## config.mk

```make
export PLATFORM = sky130hd
export DESIGN_NAME = bit_serializer
export DESIGN_NICKNAME = d
export VERILOG_FILES = /design/src/rtl/bit_serializer.sv
export SDC_FILE = /design/constraint.sdc
export NUM_CORES = 1
export LEC_CHECK = 0
export CORE_MARGIN = 2
export CORE_UTILIZATION = 45
export CTS_CLUSTER_DIAMETER = 120
export DETAILED_ROUTE_END_ITERATION = 6
export HOLD_SLACK_MARGIN = 0.03
export PLACE_DENSITY = 0.74
export SLEW_MARGIN = 20
export SYNTH_ARGS = -nofsm -noshare
export SYNTH_HDL_FRONTEND = slang
export SYNTH_SLANG_ARGS = --single-unit
```

## constraint.sdc

```tcl
create_clock -name clk -period 2.2 [get_ports clk]
set_input_delay 0.33 -clock clk [delete_from_list [all_inputs] [get_ports clk]]
set_output_delay 0.33 -clock clk [all_outputs]
set_load 0.03 [all_outputs]
```

## src/rtl/bit_serializer.sv

```systemverilog
// Parallel-to-serial converter: accepts a WIDTH-bit word and streams it one bit
// per clock on a registered inbits/bit_valid pair, with back-to-back word support.
module bit_serializer #(
    parameter int WIDTH     = 8,
    parameter bit MSB_FIRST = 1'b1
) (
    input  logic             clk,
    input  logic             reset,
    input  logic [WIDTH-1:0] data_in,
    input  logic             load,
    output logic             ready,
    output logic             inbits,
    output logic             bit_valid,
    output logic             done
);

    localparam int IDX_W = $clog2(WIDTH);
    localparam logic [IDX_W-1:0] LAST_IDX = IDX_W'(WIDTH - 1);

    typedef enum logic {
        IDLE,
        SHIFT
    } state_t;

    state_t           state_q, state_d;
    logic [IDX_W-1:0] idx_q, idx_d;
    logic [WIDTH-1:0] shreg_q, shreg_d;
    logic             inbits_q, inbits_d;
    logic             bit_valid_q, bit_valid_d;
    logic             done_q, done_d;

    logic             last_bit;
    logic             accept;
    logic             first_bit;
    logic [WIDTH-1:0] load_rest;
    logic             next_bit;
    logic [WIDTH-1:0] shifted;

    // The first bit goes straight to inbits on load; the register holds the rest.
    generate
        if (MSB_FIRST) begin : g_msb
            assign first_bit = data_in[WIDTH-1];
            assign load_rest = {data_in[WIDTH-2:0], 1'b0};
            assign next_bit  = shreg_q[WIDTH-1];
            assign shifted   = {shreg_q[WIDTH-2:0], 1'b0};
        end else begin : g_lsb
            assign first_bit = data_in[0];
            assign load_rest = {1'b0, data_in[WIDTH-1:1]};
            assign next_bit  = shreg_q[0];
            assign shifted   = {1'b0, shreg_q[WIDTH-1:1]};
        end
    endgenerate

    assign last_bit = (state_q == SHIFT) && (idx_q == LAST_IDX);
    assign ready    = !reset && ((state_q == IDLE) || last_bit);
    assign accept   = load && ready;

    always_comb begin
        state_d     = state_q;
        idx_d       = idx_q;
        shreg_d     = shreg_q;
        inbits_d    = 1'b0;
        bit_valid_d = 1'b0;
        done_d      = 1'b0;
        if (accept) begin
            state_d     = SHIFT;
            idx_d       = '0;
            shreg_d     = load_rest;
            inbits_d    = first_bit;
            bit_valid_d = 1'b1;
        end else if (state_q == SHIFT) begin
            if (last_bit) begin
                state_d = IDLE;
                idx_d   = '0;
                shreg_d = '0;
            end else begin
                idx_d       = idx_q + IDX_W'(1);
                shreg_d     = shifted;
                inbits_d    = next_bit;
                bit_valid_d = 1'b1;
                done_d      = ((idx_q + IDX_W'(1)) == LAST_IDX);
            end
        end
    end

    always_ff @(posedge clk or posedge reset) begin
        if (reset) begin
            state_q     <= IDLE;
            idx_q       <= '0;
            shreg_q     <= '0;
            inbits_q    <= 1'b0;
            bit_valid_q <= 1'b0;
            done_q      <= 1'b0;
        end else begin
            state_q     <= state_d;
            idx_q       <= idx_d;
            shreg_q     <= shreg_d;
            inbits_q    <= inbits_d;
            bit_valid_q <= bit_valid_d;
            done_q      <= done_d;
        end
    end

    assign inbits    = inbits_q;
    assign bit_valid = bit_valid_q;
    assign done      = done_q;

endmodule

```

==> run metrics <==
die height=40.2 µm; CTS tree=done; Fin Setup TNS=0 ns; Die Area=1610 µm²; Slew headroom=66.8%; DR iter-0 viols=1; commonest cells after routing, fill and taps aside=dfrtp_1, clkdlybuf4s50_1, and2_1, a221o_1; CTS sink cnt=13; vias in the first global route=391; CTS root buf=clkbuf_4; Post-Synthesis Cells=47; routed wire length=990 µm; WL/cell=12.5 µm; Final nets=79; DP Area=738 µm²; Seq/Total Area, Yosys=55.3%; TritonCTS buffer count=3; Max Fclk=0.477 GHz; post-route ant nets=0; GRT Overall Usage=16.3%; PwrDens=1220 nW/µm²; RSZ-0062 raised after global routing=no; Critical R2R Capture=shreg_q[4]; skew final=0.000388 ns; Min-Delay Path Class=input pin to async pin; Warnings, synthesis=0; Period minus WS final=2.09 ns; pin count of the biggest net entering global routing=14; CP required=1.87 ns; kind of end point of the critical path=primary output; Core ar.=1250 µm²; count of cell types in the netlist=17; Clk pin slew, worst setup/hold paths=0.07 ns; Port-buffer cells=14; Crit Path Class=flop to primary output; starting density of the core=47.0%; Slew Limit Fails=0; drt pass-1 iters=4; syn nets=61; final cell count without fillers=79; final instance area=763 µm²; Die W=40.2 µm; final setup violation count=0; Worst-Margin Slew=0.496 ns; Final period util=95.2%; R2R setup slack=0.40 ns; placed cells=75; initial antenna violation count=0; vias per cell=5.08; Avg Cell Area, Syn=12.5 µm²; r2r startpoint=idx_q[0]; final worst slack=0.106 ns; P_leak=0.380 nW; max cap viols=0; first-pass GRT wire length=1600 µm; peak supply drop=0.612 mV; Ports=15; Synth-to-Final Area Change=29.8%; num rows=13; diode count=0; GP Congestion=0.663; Vias=401; final hold violations=0; Post-Place Worst Slack=0.174 ns; CTS H-tree lvls=1; Hold WS=0.415 ns; Residual DRC=0; synthesis-stage register bit count=13; CTS max path bufs=2; synthesized area=588 µm²; worst reg2reg path depth=6; status=complete, no violations; Arrival @ worst endpoint=1.76 ns; GRT overflow=0; Worst Path Max Fanout=13; Startpoint Class=flop; worst skew pair latency=0.28 ns; share of layout cells above drive strength 1=10.9%
cells by family (layout without fill, tap and decap cells):
logic type | after synthesis | after routing | synth area share (%)
AND/OR/NAND/NOR | 15 | 15 | 15.5
buffers and inverters | 5 | 22 | 4.68
flip-flops | 13 | 13 | 55.3
adder cells (fa/ha/maj) | 3 | 3 | 6.38
multiplexers | 2 | 2 | 3.62
AO/OA/AOI/OAI | 9 | 9 | 14.5
sequential cells by signal, indices dropped and copies added, names as in the netlist:
name       flops
done           1
bit_valid      1
idx_q          3
inbits         1
shreg_q        7
critical path, stage by stage (launching register included):
cell and delay [ns]:
dfrtp_1 0.40, ha_1 0.21, ha_1 0.17, and2b_4 0.31, nor2_1 0.05, dlygate4sd2_1 0.35
how the worst max path moves through the flow:
stage	from	to	depth (start not counted)
final	idx_q[0]	ready	5
after detailed placement	idx_q[0]	ready	5
after CTS	idx_q[0]	ready	5
after global placement	idx_q[0]	ready	5
after global routing	idx_q[0]	ready	5
after floorplan	idx_q[0]	ready	5
per-layer routing:
| metal | track usage, % | wire length, µm |
|---|---|---|
| met5 | 0 | 0 |
| met4 | 10.3 | 19 |
| met3 | 8.89 | 66 |
| met2 | 23.4 | 460 |
| met1 | 18.5 | 444 |
synth_stat cells (all sizes together):
cell,count,area (µm²)
nor2b,2,12.5
inv,3,11.3
a221o,6,60.1
dfrtp,13,325
mux2,1,11.3
and2,6,37.5
ha,3,37.5
a21o,1,7.51
a22o,2,17.5
nor2,3,11.3
and2b,1,10.0
and3,1,6.26
buf,2,16.3
nor3b,1,7.51
or2,1,6.26
mux2i,1,10.0
through the flow:
step | power, W | utilization [%]
finish | 0.000931 | 60.9
global route | 0.00102 | 60.9
CTS | 0.000948 | 60.9
detailed placement | 0.000799 | 58.9
global placement | 0.000787 | 58.9
floorplan | 0.000681 | -
area by class of cell:
class / count / area (µm²)
inverter: 3 / 11.3
multi-input combinational: 29 / 235
tap: 15 / 18.8
clock buffer: 4 / 26.3
fill: 99 / 489
timing repair buffer: 15 / 146
sequential: 13 / 325
power by group:
group          switching (W)  internal (W)  leakage [nW]
logic               0.000191      0.000207         0.197
clock network      0.0000748     0.0000704        0.0150
registers          0.0000575      0.000331         0.168
total               0.000323      0.000608         0.380
repair_timing:
item,in CTS,in global routing
endpoints found under the setup margin,1,0
gates resized for setup,1,0
setup buffers,0,0
hold buffers,0,0
No activity file was read; power rests on OpenSTA's default activity.
